--- config.mk ---
export PLATFORM = sky130hd
export DESIGN_NAME = instr_fetch_sequencer
export DESIGN_NICKNAME = d
export VERILOG_FILES = /design/src/rtl/proc_pkg.sv /design/src/rtl/seq_watchdog.sv /design/src/rtl/instr_fetch_sequencer.sv
export SDC_FILE = /design/constraint.sdc
export NUM_CORES = 1
export LEC_CHECK = 0
export ABC_CLOCK_PERIOD_IN_PS = 4200
export BUFFER_PORTS_ARGS = -buffer_cell sky130_fd_sc_hd__buf_2
export CAP_MARGIN = 20
export CORE_ASPECT_RATIO = 1.5
export CORE_UTILIZATION = 50
export CTS_CLUSTER_DIAMETER = 200
export DETAILED_ROUTE_END_ITERATION = 16
export PLACE_DENSITY_LB_ADDON = 0.3
export SETUP_SLACK_MARGIN = 0.4
export SLEW_MARGIN = 25
export SYNTH_ARGS = -nofsm -noshare
export SYNTH_HDL_FRONTEND = slang
export SYNTH_HIERARCHICAL = 1
export SYNTH_SLANG_ARGS = --single-unit
--- constraint.sdc ---
create_clock -name clk -period 4.2 [get_ports clk]
set_clock_uncertainty 0.2 [all_clocks]
set_input_delay 0 -clock clk [delete_from_list [all_inputs] [get_ports clk]]
set_output_delay 0 -clock clk [all_outputs]
set_load 0.005 [all_outputs]
--- src/rtl/proc_pkg.sv ---
// Shared definitions for the 9-bit bus processor and its program sequencer.
//  - CoreWordW     : instruction/data word width used by the processor core
//  - opcode_t      : instruction opcodes, decoded from the top three bits of a word
//  - seq_state_t   : program sequencer states
//  - sat_inc8      : saturating 8-bit increment for the retired-instruction counter
package proc_pkg;

  localparam int unsigned CoreWordW = 9;

  typedef enum logic [2:0] {
    OpMv   = 3'b000,
    OpMvi  = 3'b001,
    OpAdd  = 3'b010,
    OpSub  = 3'b011,
    OpHalt = 3'b111
  } opcode_t;

  typedef enum logic [3:0] {
    StIdle,
    StFetch,
    StWaitI,
    StImmF,
    StWaitD,
    StIssue,
    StExec,
    StNext,
    StHalt
  } seq_state_t;

  function automatic logic [7:0] sat_inc8(input logic [7:0] val);
    return (val == 8'hFF) ? val : val + 8'd1;
  endfunction

endpackage

--- src/rtl/seq_watchdog.sv ---
// Watchdog for the sequencer's EXEC phase.
// Ports:
//  clk, reset : clock and synchronous active-high reset
//  clear      : force the count back to zero
//  enable     : count this cycle
//  expired    : high in the enabled cycle in which the count reaches all-ones, so a
//               caller that starts counting after a clear sees expired on its
//               (2**TMO_W-1)-th enabled cycle
module seq_watchdog #(
  parameter int unsigned TMO_W = 4
) (
  input  logic clk,
  input  logic reset,
  input  logic clear,
  input  logic enable,
  output logic expired
);

  localparam logic [TMO_W-1:0] CntLast = ~TMO_W'(1);

  logic [TMO_W-1:0] cnt_q;

  always_ff @(posedge clk) begin
    if (reset || clear) begin
      cnt_q <= '0;
    end else if (enable && (cnt_q != '1)) begin
      cnt_q <= cnt_q + TMO_W'(1);
    end
  end

  // Flag on the increment into all-ones rather than after it, so the owner can act in that
  // same cycle.
  assign expired = enable && (cnt_q == CntLast);

endmodule

--- src/rtl/instr_fetch_sequencer.sv ---
// Program sequencer for the 9-bit bus processor. Fetches instruction words (and the immediate
// word for mvi) from a program ROM, presents them to the core, pulses run and waits for done.
// Supports free-run, single-step and halt, with a watchdog on the core's done response.
// Ports:
//  clk, reset            : clock, synchronous active-high reset
//  start                 : begin execution at PC=0 (only from IDLE or HALT)
//  step_mode, step       : pause after each instruction; step releases one instruction
//  mem_addr, mem_rd      : ROM request (mem_addr always shows the PC)
//  mem_rdata, mem_rvalid : ROM response, variable latency
//  ir_out, din_out       : instruction and immediate to the core
//  run, core_done        : core handshake
//  busy, halted, error   : status; error is a sticky watchdog timeout flag
//  instr_cnt             : retired instructions, saturating at 255
module instr_fetch_sequencer
  import proc_pkg::*;
#(
  parameter int unsigned ADDR_W = 5,
  parameter int unsigned WORD_W = CoreWordW,
  parameter int unsigned TMO_W  = 4
) (
  input  logic              clk,
  input  logic              reset,
  input  logic              start,
  input  logic              step_mode,
  input  logic              step,
  output logic [ADDR_W-1:0] mem_addr,
  output logic              mem_rd,
  input  logic [WORD_W-1:0] mem_rdata,
  input  logic              mem_rvalid,
  output logic [WORD_W-1:0] ir_out,
  output logic [WORD_W-1:0] din_out,
  output logic              run,
  input  logic              core_done,
  output logic              busy,
  output logic              halted,
  output logic              error,
  output logic [7:0]        instr_cnt
);

  seq_state_t        state_q, state_d;
  logic [ADDR_W-1:0] pc_q, pc_d;
  logic [WORD_W-1:0] ir_q, ir_d;
  logic [WORD_W-1:0] din_q, din_d;
  logic              err_q, err_d;
  logic [7:0]        cnt_q, cnt_d;
  // Set once NEXT has been occupied for a full cycle; a step only counts after that.
  logic              paused_q, paused_d;

  logic              wd_clear, wd_enable, wd_expired;
  logic [2:0]        rd_op;

  assign rd_op = mem_rdata[WORD_W-1 -: 3];

  seq_watchdog #(
    .TMO_W(TMO_W)
  ) u_watchdog (
    .clk    (clk),
    .reset  (reset),
    .clear  (wd_clear),
    .enable (wd_enable),
    .expired(wd_expired)
  );

  always_comb begin
    state_d   = state_q;
    pc_d      = pc_q;
    ir_d      = ir_q;
    din_d     = din_q;
    err_d     = err_q;
    cnt_d     = cnt_q;
    paused_d  = paused_q;
    wd_clear  = 1'b0;
    wd_enable = 1'b0;

    unique case (state_q)
      StIdle, StHalt: begin
        if (start) begin
          state_d = StFetch;
          pc_d    = '0;
          cnt_d   = '0;
          err_d   = 1'b0;
        end
      end
      StFetch: state_d = StWaitI;
      StWaitI: begin
        if (mem_rvalid) begin
          ir_d = mem_rdata;
          pc_d = pc_q + ADDR_W'(1);
          case (rd_op)
            OpHalt:             state_d = StHalt;
            OpMvi:              state_d = StImmF;
            OpMv, OpAdd, OpSub: state_d = StIssue;
            default: begin
              // Unassigned opcodes retire immediately without involving the core.
              state_d = StNext;
              cnt_d   = sat_inc8(cnt_q);
            end
          endcase
        end
      end
      StImmF: state_d = StWaitD;
      StWaitD: begin
        if (mem_rvalid) begin
          din_d   = mem_rdata;
          pc_d    = pc_q + ADDR_W'(1);
          state_d = StIssue;
        end
      end
      StIssue: begin
        wd_clear = 1'b1;
        state_d  = StExec;
      end
      StExec: begin
        wd_enable = 1'b1;
        // A done in the final allowed cycle still wins over the timeout.
        if (core_done) begin
          state_d = StNext;
          cnt_d   = sat_inc8(cnt_q);
        end else if (wd_expired) begin
          state_d = StHalt;
          err_d   = 1'b1;
        end
      end
      StNext: begin
        if (!step_mode || (step && paused_q)) begin
          state_d  = StFetch;
          paused_d = 1'b0;
        end else begin
          paused_d = 1'b1;
        end
      end
      default: state_d = StIdle;
    endcase
  end

  always_ff @(posedge clk) begin
    if (reset) begin
      state_q  <= StIdle;
      pc_q     <= '0;
      ir_q     <= '0;
      din_q    <= '0;
      err_q    <= 1'b0;
      cnt_q    <= '0;
      paused_q <= 1'b0;
    end else begin
      state_q  <= state_d;
      pc_q     <= pc_d;
      ir_q     <= ir_d;
      din_q    <= din_d;
      err_q    <= err_d;
      cnt_q    <= cnt_d;
      paused_q <= paused_d;
    end
  end

  assign mem_addr  = pc_q;
  assign mem_rd    = (state_q == StFetch) || (state_q == StImmF);
  assign run       = (state_q == StIssue);
  assign busy      = (state_q != StIdle) && (state_q != StHalt);
  assign halted    = (state_q == StHalt);
  assign error     = err_q;
  assign instr_cnt = cnt_q;
  assign ir_out    = ir_q;
  assign din_out   = din_q;

endmodule

==> impl_metrics.ini <==
[clock_tree]
htreeDepth = 2
cts_root_buf = clkbuf_8
cts.sinks = 41
cts.clk_slew.worst_paths_ps = 80
cts_tree = built
clkLatencyLatePin_ps = 290
cts_buffers = 5
clockBufferDepth = 2

[worst_setup_path]
endpoint_kind = register
path_class = reg -> reg
cp_slowest_cell = dfxtp_1
required_ps = 4190
critical_path_buf_inv_count = 1
cp-start-kind = register
arrival_ps = 2770
crit_fanout = 16
path_cells = nor3b_1 -> nand3_1 -> mux2i_1 -> nor2_1 -> dlygate4sd3_1
cp_top_family = simple AND/OR/NAND/NOR gates
cpPeakStageDelay_ps = 660
timing.critical_path.to = ir_out[2]
ff2ff_setup_slack_ps = 1420
regToRegStartpoint = state_q[1]
reg2regPathDepth = 5
critPathLaunch = state_q[1]
r2r_end = ir_out[2]
cp.depth = 5

[cells_and_area]
area_growth_pct = 27.6
final_cell_mix = buf_2 (51), dfxtp_1 (41), nor2_1 (32)
stdcell_count = 331
regArea_um2 = 821
multiInputGateArea_um2 = 1080
fillers = 317
nets = 307
antennaDiodeCount = 0
layout_commonest_cell = buf_2
final_area_um2 = 2540
drive_gt1_share_pct = 24.3

[sta]
slew-limit-headroom_pct = 59.8
rsz0062_at_grt = false
tightest_slew_ps = 601
min_period_ps = 2780
period_share_pct = 66.2
tns_ps = 0
fmax_mhz = 360
setup_viol = 0
slew_violations = 0
hold_viol_final = 0

[placed_design]
place.gp.congestion = 0.833
hpwl_um = 2940
placed_area_um2 = 2240
io_buffer_count = 51
placed_cells = 305

[global_routing]
grt_use_total_pct = 22.5
grt_pass1_vias = 1666
grt_max_degree = 31
antenna_found_initial = 0
grt_pass1_wl_um = 7020
grt-ovfl-total = 0

[yosys]
synthArstFlopShare_pct = 0
synth_cell_types = 49
synth_ff_type = dfxtp_1
syn_inst = 223
ys_seq_area_share_pct = 41.3
ys_ff_latch = 41
netlist_area_um2 = 1990
synth_warnings = 6
synth_edf_count = 0
syn_area_per_cell_um2 = 8.92
synth_fp_nets = 243

[power]
cellPowerDensity_nw_per_um2 = 492
cellLeakagePower_nw = 1.18
worst_ir_drop_vdd_v = 0.000365

[route]
drt_iter0_drc = 46
wl_per_cell_um = 13.2
routed_wl_um = 4360
antenna_left = 0
vias_per_cell = 5.49
route.detailed.drc = 0
dr.pass1.iters = 4
routed-via-count = 1816

[floorplan]
core.rowCount = 27
die_x_um = 53.5
fp.dieH_um = 79.2
io_pins = 52
initial_utilization_pct = 53.0
die_area_um2 = 4240
core_area_um2 = 3750

[run]
cap_violations = 0

[min_path]
hp-class = in -> reg

[outcome]
status = complete, no violations
[routing by layer]
| metal | track usage [%] | vias to the layer above | wire length [um] |
|---|---|---|---|
| li1 | - | 927 | - |
| met1 | 24.1 | 836 | 1870 |
| met2 | 39.5 | 47 | 2240 |
| met3 | 5.36 | 6 | 183 |
| met4 | 10.3 | 0 | 68 |
| met5 | 0 | - | 0 |
[layout make-up]
class,instances,share of cell area (%)
Clock buffer,6,3.25
Clock inverter,2,1.48
Inverter,8,1.18
Multi-Input combinational cell,162,42.5
Sequential cell,41,32.3
Tap cell,43,2.12
Timing Repair Buffer,69,17.2
[power by group]
| group | switching, W | internal, W | leakage (nW) |
|---|---|---|---|
| Combinational | 0.000219 | 0.000191 | 0.792 |
| Clock | 0.000138 | 0.000193 | 0.0574 |
| Sequential | 0.0000759 | 0.000431 | 0.332 |
[stage by stage]
step	worst slack, ps	power [W]	hold WS, ps	util, %
after floorplan	2060	0.000820	-123	-
after global placement	1730	0.000902	44.3	59.7
after detailed placement	1670	0.000907	56.5	59.7
after CTS	1440	0.00126	16.4	67.7
after global routing	1150	0.00133	88.2	67.7
final	1420	0.00125	32.9	67.7
[kinds of logic after synthesis]
family	Yosys count	synth area share (%)
flops	41	41.3
compound gates	40	14.0
xor+xnor	7	3.08
fa+ha+maj	4	2.52
simple gates	91	24.5
mux	20	10.1
buf+inv	20	4.53
[worst register-to-register path, delay by kind of cell (launching register included)]
kind / cells / cell delay (ps)
and+or+nand+nor: 3 / 960
muxes: 1 / 300
DFF: 1 / 660
buffers and inverters: 1 / 570
[synthesized netlist by cell type, types with 3 or more instances]
master | n | share of area, %
nand2_1 | 12 | 2.3
and2_1 | 3 | 0.94
nor3_1 | 4 | 1.0
buf_2 | 3 | 0.75
or4_1 | 5 | 1.9
nand4_1 | 5 | 1.6
inv_1 | 7 | 1.3
ha_1 | 4 | 2.5
mux2i_1 | 20 | 10
nand2b_1 | 4 | 1.3
o31ai_1 | 3 | 1.1
xor2_1 | 5 | 2.2
o21ai_0 | 3 | 0.75
nor2_1 | 32 | 6.0
a21oi_1 | 17 | 4.3
dfxtp_1 | 41 | 41
nand3_1 | 6 | 1.5
clkbuf_1 | 6 | 1.1
nor2b_1 | 4 | 1.3
[worst min-delay path by stage]
stage	from	end	slack (ps)	cells after the start
after floorplan	reset	u_watchdog/cnt_q[3]	-120	1
after global placement	mem_rdata[5]	din_out[5]	40	3
after detailed placement	mem_rdata[0]	ir_out[0]	60	3
after CTS	start	mem_addr[0]	20	4
after global routing	start	mem_addr[1]	90	4
final	start	mem_addr[0]	30	4
[registers in the layout, summed over array words and instances, names as in the netlist]
name,cells
din_out,9
ir_out,9
instr_cnt,8
mem_addr,5
state_q,4
u_watchdog/cnt_q,4
error,1
paused_q,1
[what timing repair did]
action,in CTS,in global routing
hold buffers,18,0
hold endpoints to repair,24,0
endpoints found under the setup margin,0,0
setup buffers,0,0
gates resized for setup,0,0
No activity file was read; power rests on OpenSTA's default activity.
